===== src/rtl/skylark_pkg.sv =====
// Shared opcode constants, branch funct3/PC-select encodings and Decode->Execute metadata for branch_ctrl.
package skylark_pkg;

    localparam logic [6:0] OP_BRANCH = 7'b1100011;
    localparam logic [6:0] OP_JAL    = 7'b1101111;

    typedef enum logic [2:0] {
        F3_BEQ  = 3'b000,
        F3_BNE  = 3'b001,
        F3_BLT  = 3'b100,
        F3_BGE  = 3'b101,
        F3_BLTU = 3'b110,
        F3_BGEU = 3'b111
    } funct3_t;

    typedef enum logic [1:0] {
        PCSRC_PC4    = 2'b00,
        PCSRC_TGT_D  = 2'b01,
        PCSRC_REC_NT = 2'b10,
        PCSRC_REC_T  = 2'b11
    } pcsrc_t;

    typedef struct packed {
        logic       valid;
        logic       is_branch;
        logic [2:0] funct3;
        logic       predicted;
    } dx_meta_t;

    // funct3 010/011 under the branch opcode are reserved and handled as non-branches
    function automatic logic is_cond_branch(input logic [6:0] op, input logic [2:0] f3);
        return (op == OP_BRANCH) && (f3 != 3'b010) && (f3 != 3'b011);
    endfunction

    // Flags come from rs1-rs2; c=1 means no borrow (rs1 >= rs2 unsigned)
    function automatic logic branch_taken(input logic [2:0] f3, input logic n, input logic z,
                                          input logic c, input logic v);
        case (f3)
            F3_BEQ:  return z;
            F3_BNE:  return !z;
            F3_BLT:  return n ^ v;
            F3_BGE:  return !(n ^ v);
            F3_BLTU: return !c;
            F3_BGEU: return c;
            default: return 1'b0;
        endcase
    endfunction

endpackage


===== src/rtl/branch_history_table.sv =====
// Saturating-counter table: combinational read, one synchronous saturating update per cycle,
// every counter resets to weakly taken.
module branch_history_table #(
    parameter int ENTRIES = 16,
    parameter int CTR_W   = 2
) (
    input  logic                       clk,
    input  logic                       reset,
    input  logic [$clog2(ENTRIES)-1:0] rd_idx,
    output logic [CTR_W-1:0]           rd_ctr,
    input  logic                       upd_en,
    input  logic [$clog2(ENTRIES)-1:0] upd_idx,
    input  logic                       upd_taken
);
    localparam int IDX_W = $clog2(ENTRIES);
    localparam logic [CTR_W-1:0] CTR_INIT = CTR_W'(1) << (CTR_W - 1);
    localparam logic [CTR_W-1:0] CTR_MAX  = '1;

    logic [CTR_W-1:0] ctr_arr [ENTRIES];

    genvar gi;
    generate
        for (gi = 0; gi < ENTRIES; gi++) begin : g_entry
            logic [CTR_W-1:0] ctr_reg;
            logic [CTR_W-1:0] ctr_next;

            always_comb begin
                ctr_next = ctr_reg;
                if (upd_taken) begin
                    if (ctr_reg != CTR_MAX) ctr_next = ctr_reg + CTR_W'(1);
                end else begin
                    if (ctr_reg != '0) ctr_next = ctr_reg - CTR_W'(1);
                end
            end

            always_ff @(posedge clk or posedge reset) begin
                if (reset) begin
                    ctr_reg <= CTR_INIT;
                end else if (upd_en && (upd_idx == IDX_W'(gi))) begin
                    ctr_reg <= ctr_next;
                end
            end

            assign ctr_arr[gi] = ctr_reg;
        end
    endgenerate

    assign rd_ctr = ctr_arr[rd_idx];

endmodule


===== src/rtl/branch_ctrl.sv =====
// Branch predict/resolve controller: predicts in Decode, resolves in Execute, drives PCSrc and flushes.
// Define SKYLARK_BHT_EN for the dynamic counter table; otherwise every branch is statically predicted taken.
module branch_ctrl
    import skylark_pkg::*;
#(
    parameter int XLEN        = 32,
    parameter int BHT_ENTRIES = 16,
    parameter int CTR_W       = 2
) (
    input  logic            clk,
    input  logic            reset,
    input  logic            valid_D,
    input  logic [6:0]      op_D,
    input  logic [2:0]      funct3_D,
    input  logic [XLEN-1:0] pc_D,
    input  logic            stall_E,
    input  logic            flush_E_in,
    input  logic            N,
    input  logic            Z,
    input  logic            C,
    input  logic            V,
    output logic            predict_taken_D,
    output logic [1:0]      PCSrc,
    output logic            flush_D,
    output logic            flush_E
);
    localparam int IDX_W = $clog2(BHT_ENTRIES);

    dx_meta_t e_reg;
    logic     is_branch_d;
    logic     is_jump_d;
    logic     pred_bit_d;
    logic     resolve_e;
    logic     taken_e;
    logic     mispredict_e;
    pcsrc_t   pcsrc_sel;
    logic     unused_bits;

    assign is_branch_d = valid_D & is_cond_branch(op_D, funct3_D);
    assign is_jump_d   = valid_D & (op_D == OP_JAL);

`ifdef SKYLARK_BHT_EN
    logic [IDX_W-1:0] idx_d;
    logic [IDX_W-1:0] idx_e_reg;
    logic [CTR_W-1:0] ctr_d;

    assign idx_d = pc_D[IDX_W+1:2];

    branch_history_table #(
        .ENTRIES (BHT_ENTRIES),
        .CTR_W   (CTR_W)
    ) u_bht (
        .clk       (clk),
        .reset     (reset),
        .rd_idx    (idx_d),
        .rd_ctr    (ctr_d),
        .upd_en    (resolve_e),
        .upd_idx   (idx_e_reg),
        .upd_taken (taken_e)
    );

    assign pred_bit_d  = ctr_d[CTR_W-1];
    assign unused_bits = ^{pc_D, ctr_d};

    // Index only matters alongside a valid E entry, so it simply follows the stall
    always_ff @(posedge clk or posedge reset) begin
        if (reset) begin
            idx_e_reg <= '0;
        end else if (!stall_E) begin
            idx_e_reg <= idx_d;
        end
    end
`else
    assign pred_bit_d  = 1'b1;
    assign unused_bits = ^pc_D;
`endif

    // Flush beats stall: a squashed E slot must not survive a held pipeline
    always_ff @(posedge clk or posedge reset) begin
        if (reset) begin
            e_reg <= '0;
        end else if (flush_E_in || flush_E) begin
            e_reg <= '0;
        end else if (!stall_E) begin
            e_reg.valid     <= valid_D;
            e_reg.is_branch <= is_branch_d;
            e_reg.funct3    <= funct3_D;
            e_reg.predicted <= pred_bit_d;
        end
    end

    assign resolve_e    = e_reg.valid & e_reg.is_branch & ~stall_E;
    assign taken_e      = branch_taken(e_reg.funct3, N, Z, C, V);
    assign mispredict_e = resolve_e & (taken_e != e_reg.predicted);

    // A mispredict in E means the Decode slot is wrong-path, so it never redirects
    assign predict_taken_D = ~reset & ~mispredict_e & (is_jump_d | (is_branch_d & pred_bit_d));

    always_comb begin
        pcsrc_sel = PCSRC_PC4;
        if (mispredict_e) begin
            pcsrc_sel = taken_e ? PCSRC_REC_T : PCSRC_REC_NT;
        end else if (predict_taken_D) begin
            pcsrc_sel = PCSRC_TGT_D;
        end
    end

    assign PCSrc   = pcsrc_sel;
    assign flush_D = mispredict_e | predict_taken_D;
    assign flush_E = mispredict_e;

endmodule

===== config.mk =====
export PLATFORM = sky130hd
export DESIGN_NAME = branch_ctrl
export DESIGN_NICKNAME = d
export VERILOG_FILES = /design/src/rtl/skylark_pkg.sv /design/src/rtl/branch_history_table.sv /design/src/rtl/branch_ctrl.sv
export SDC_FILE = /design/constraint.sdc
export NUM_CORES = 1
export LEC_CHECK = 0
export ABC_CLOCK_PERIOD_IN_PS = 2600
export CORE_MARGIN = 2
export CORE_UTILIZATION = 27
export CTS_CLUSTER_DIAMETER = 80
export CTS_CLUSTER_SIZE = 24
export DETAILED_ROUTE_END_ITERATION = 8
export PLACE_DENSITY = 0.86
export SETUP_SLACK_MARGIN = 0.4
export SKIP_LAST_GASP = 1
export SLEW_MARGIN = 20
export SYNTH_ARGS = -nofsm -noshare
export SYNTH_HDL_FRONTEND = slang
export SYNTH_HIERARCHICAL = 1
export SYNTH_SLANG_ARGS = --single-unit

===== constraint.sdc =====
create_clock -name clk -period 2.6 [get_ports clk]
set_input_delay 0.26 -clock clk [delete_from_list [all_inputs] [get_ports clk]]
set_output_delay 0.26 -clock clk [all_outputs]
set_load 0.05 [all_outputs]

# == Yosys cells after proc, flatten, opt, wreduce, memory -nomap -nowiden ==
# Cells that the tools add are included.
# word_totals
ff_bits,6
inputBits,51
wordCells,41
# op_classes
eq_ne,11
n_mux,6
bitwise,13
reduce_logical,7
# op_table
cell,n
$eq 7x7->1 const B,2
$eq 3x3->1 const B,4
$mux 6,2
$and 1x1->1,7
$ne 3x2->1 const B,2
$pmux 1 s6,1
$eq 3x1->1 const B,1
$logic_not 1->1,3
$logic_not 3->1,1
$not 1->1,3
$logic_and 1x1->1,2
$mux 1,2
$mux 2,1
$ne 2x1->1 const B,1
$or 1x1->1,2
$logic_or 1x1->1,1
$ne 1x1->1,1
$xor 1x1->1,1

# == Depth between registers and ports, before layout ==
# logic_depth
ltp_word,10
depth_mapped,6
depth_no_buf,4

# == Worst setup path before layout ==
# OpenSTA, ideal clock, no wires.
# synth_timing
path_kind,register to output
from,register e_reg[1] in the netlist's numbering
to,output port predict_taken_D
arrival_time_ns,2.470
setup_slack_ns,-0.130
stages_incl_launch_ff,6
path_buffers,1
cell_sequence,dfrtp_1 > xor3_1 > or3_4 > and4_4 > buf_6 > nor3_1
# synth_between
elab_chain_len,7
# synth_rtl
element,line_no,source
from (decl),branch_ctrl.sv:29,dx_meta_t e_reg;
$eq 3x3->1 (tied with other cells),skylark_pkg.sv:38,case (f3)
$pmux 1 s6 (*),skylark_pkg.sv:38,
$ne 1x1->1 (*),branch_ctrl.sv:94,assign mispredict_e = resolve_e & (taken_e != e_reg.predicted);
$and 1x1->1 (*),branch_ctrl.sv:94,
$not 1->1 (*),branch_ctrl.sv:97,assign predict_taken_D = ~reset & ~mispredict_e & (is_jump_d | (is_branch_d & pred_bit_d));
$and 1x1->1 (*) (2 in a row),branch_ctrl.sv:97,
to (decl),branch_ctrl.sv:22,"output logic predict_taken_D,"
# Every way passes the cells marked *; elsewhere a longest branch is shown, timed or not.

# == Final worst setup path ==
# layout_timing
from,input port V
to,output port PCSrc[1]
# layout_between
elab_chain_len,6
# layout_rtl
element,line_no,source
from (decl),branch_ctrl.sv:21,"input logic V,"
$xor 1x1->1 (*),"skylark_pkg.sv:41, skylark_pkg.sv:42",
$logic_not 1->1,skylark_pkg.sv:42,F3_BGE: return !(n ^ v);
$pmux 1 s6 (*),skylark_pkg.sv:38,
$ne 1x1->1 (*),branch_ctrl.sv:94,
$and 1x1->1 (*),branch_ctrl.sv:94,
$mux 2 (*),branch_ctrl.sv:101,if (mispredict_e) begin
to (decl),branch_ctrl.sv:23,"output logic [1:0] PCSrc,"
# Marks and branches as above.

==> results.tsv <==
stage	metric	value	unit
status	run_status	complete, no violations	
floorplan	row_count	15	
power_and_ir_drop	seqPwrFrac	38.1	%
yosys	ys_seq_elements	6	
floorplan	die_w	46.8	um
clock_tree	clock_latency	0.24	ns
yosys	synth_compound_area_share	17.0	%
clock_tree	cts_buffers	3	
floorplan	fp.coreArea	0.00173	mm2
critical_path	crit_path_max_fanout	4	
yosys	muxShareOfSynthArea	10.1	%
power_and_ir_drop	p_leak	0.389	nW
grt	grt_antenna_before_repair	0	
power_and_ir_drop	p_int	0.201	mW
sta	setup_viol	0	
sta	fin_crit	2.14	ns
yosys	syn-num-nets	101	
yosys	synthXorXnorAreaFrac	4.81	%
routing	drc	0	
floorplan	start_util	28.6	%
yosys	avgSynthCellArea	9.88	um2
routing	routed-via-count	525	
floorplan	dieArea	0.00219	mm2
yosys	syn_inst	50	
routing	dr.first_iter.drc_count	4	
yosys	synth-seq-area-share	30.4	%
place	post-place-ws	0.0797	ns
routing	ant_nets	0	
floorplan	io_pins	56	
floorplan	die_h	46.8	um
grt	grt_max_degree	8	
routing	dr.pass1.iters	2	
yosys	yosys.area_share.simple	30.6	%
clock_tree	cts_root_buffer	clkbuf_4	
worst_hold_path	hold_class	in2async	
routing	wl_per_cell	12.6	um
yosys	synth.distinct_cells	26	
power_and_ir_drop	power_density	305	mW/mm2
finish	finish.instance_area	885	um2
sta	fin_hold_ws	0.270	ns
place	dp_hpwl	966	um
critical_path	path_cells	dlygate4sd2_1 -> xor3_1 -> or3_4 -> a311oi_4 -> nand2b_4 -> buf_12	
sta	fin_ws	0.461	ns
critical_path	cp_data_arrival_time	1.88	ns
power_and_ir_drop	total_power	0.269	mW
place	routabilityCongestion	0.706	
finish	final_common_cell	clkdlybuf4s50_1	
sta	worstMarginPinSlew	0.284	ns
power_and_ir_drop	vdd_drop_max	175	uV
finish	fin_util	51.2	%
yosys	syn_area	494	um2
clock_tree	numClockSinks	6	
yosys	yosys_warnings	6	
critical_path	worstSetupPathType	in2out	
power_and_ir_drop	power_switching	0.0685	mW
place	port_buffers	23	
finish	final_cells	106	
grt	grt_pass1_wl	2.15	mm
power_and_ir_drop	pwr-share-comb	30.0	%
critical_path	cp-start-kind	primary input	
sta	timing.final.crit_share	82.3	%
place	placedCellCount	97	
grt	grt_pass1_vias	541	
grt	globalRouteTotalUtil	14.0	%
clock_tree	cts_buffer_depth	2	
sta	fin_skew	0.000980	ns
finish	area_delta_synth_final	79.0	%
yosys	synth_top_family_by_area	simple AND/OR/NAND/NOR gates	
power_and_ir_drop	switching_share	25.4	%
critical_path	max_stage_delay	0.41	ns
finish	drive_gt1_share	32.1	%
finish	mostFrequentLayoutCells	clkdlybuf4s50_1, buf_4, nor4_1, dfrtp_1, mux2i_1	
routing	vias_per_cell	4.95	
critical_path	r2r_cells	7	
place	dpl_cell_area	785	um2
sta	fin_tns_setup	0	ns
yosys	synth_fa_ha_area_share	0	%
finish	largest_reg_flops	6	
critical_path	critPathSlowestCell	or3_4	
routing	wl	1.34	mm
sta	fmax	0.467	GHz
clock_tree	clkTransAtPathRegs	0.05	ns
power_and_ir_drop	power_frac_clock	31.8	%
clock_tree	cts_hold_buf	0	
critical_path	cp.required	2.34	ns
clock_tree	tritoncts	done	
sta	maxSlewHeadroom	80.9	%
critical_path	end_kind	primary output	
sta	rsz0062_at_grt	no	
sta	maxSlewViolCount	0	
finish	finalNetCount	134	
sta	hold_violations	0	
finish	diodes	0	
run	maxCapViolCount	0	
grt	grt-ovfl-total	0	
clock_tree	cts-htree-levels	1	
## metal layers
metal  vias to the layer above  track usage, %  part of all wire [%]
li1                        255               -                     -
met1                       260            15.1                    39
met2                        10            26.0                    59
met3                         0            3.46                   2.9
met4                         0            5.00                     0
met5                         -               0                     0
## cell families (layout without fill, tap and decap cells)
logic type	after synthesis	count (layout)
simple gates	24	24
compound gates	8	8
flops	6	6
buf+inv	6	37
mux	5	5
xor+xnor	1	1
## worst paths after layout
kind	from	endpoint	slack [ns]
max in group asynchronous	reset	e_reg[0]	2.14
min	reset	e_reg[2]	0.27
max	V	PCSrc[1]	0.46
max reg2reg	e_reg[2]	e_reg[3]	0.75
min reg2reg	e_reg[4]	e_reg[4]	0.62
min in group clk	e_reg[4]	e_reg[4]	0.62
## worst max-delay path, delay by kind of cell
family | cells | cell delay [ns]
compound gates | 1 | 0.27
xor+xnor | 1 | 0.33
buf+inv | 2 | 0.38
simple gates | 2 | 0.63
## cell type report
class	count	area (um2)
Sequential cell	6	150
Tap cell	25	31.3
Fill cell	158	842
Multi-Input combinational cell	38	349
Clock buffer	3	22.5
Timing Repair Buffer	31	320
Inverter	3	11.3
## synthesized netlist by cell type
| cell | number | area share, % |
|---|---|---|
| dfrtp_1 | 6 | 30 |
| nor4_1 | 6 | 7.6 |
| mux2i_1 | 5 | 10 |
| inv_1 | 3 | 2.3 |
| nand2_1 | 3 | 2.3 |
| nor2b_1 | 3 | 3.8 |
| a2bb2oi_1 | 2 | 3.5 |
| nand3b_1 | 2 | 3.0 |
| nor3_1 | 2 | 2.0 |
| o211ai_1 | 2 | 3.0 |
| a2111oi_2 | 1 | 3.0 |
| a311oi_4 | 1 | 5.3 |
| and4_4 | 1 | 2.3 |
| buf_2 | 1 | 1.0 |
| buf_4 | 1 | 1.5 |
| buf_6 | 1 | 2.3 |
| nand2b_1 | 1 | 1.3 |
| nand3_1 | 1 | 1.0 |
| nand4_1 | 1 | 1.3 |
| nand4b_1 | 1 | 1.8 |
| nor2_1 | 1 | 0.76 |
| o21ai_0 | 1 | 1.0 |
| o21ai_1 | 1 | 1.0 |
| or2_2 | 1 | 1.3 |
| or3_4 | 1 | 2.3 |
| xor3_1 | 1 | 4.8 |
## power by group through the flow
stage | logic, mW | registers [mW] | clock network [mW]
after CTS | 0.0712 | 0.102 | 0.0886
after global routing | 0.0867 | 0.103 | 0.0938
final | 0.0809 | 0.103 | 0.0857
after detailed placement | 0.0678 | 0.104 | 0
after floorplan | 0.0331 | 0.103 | 0
after global placement | 0.0661 | 0.103 | 0
## what timing repair did
action	CTS	global route
resized for setup	3	4
pin swaps	3	4
setup buffers	3	3
endpoints found under the setup margin	5	5
Note: power is estimated with default switching activity, not from simulation.
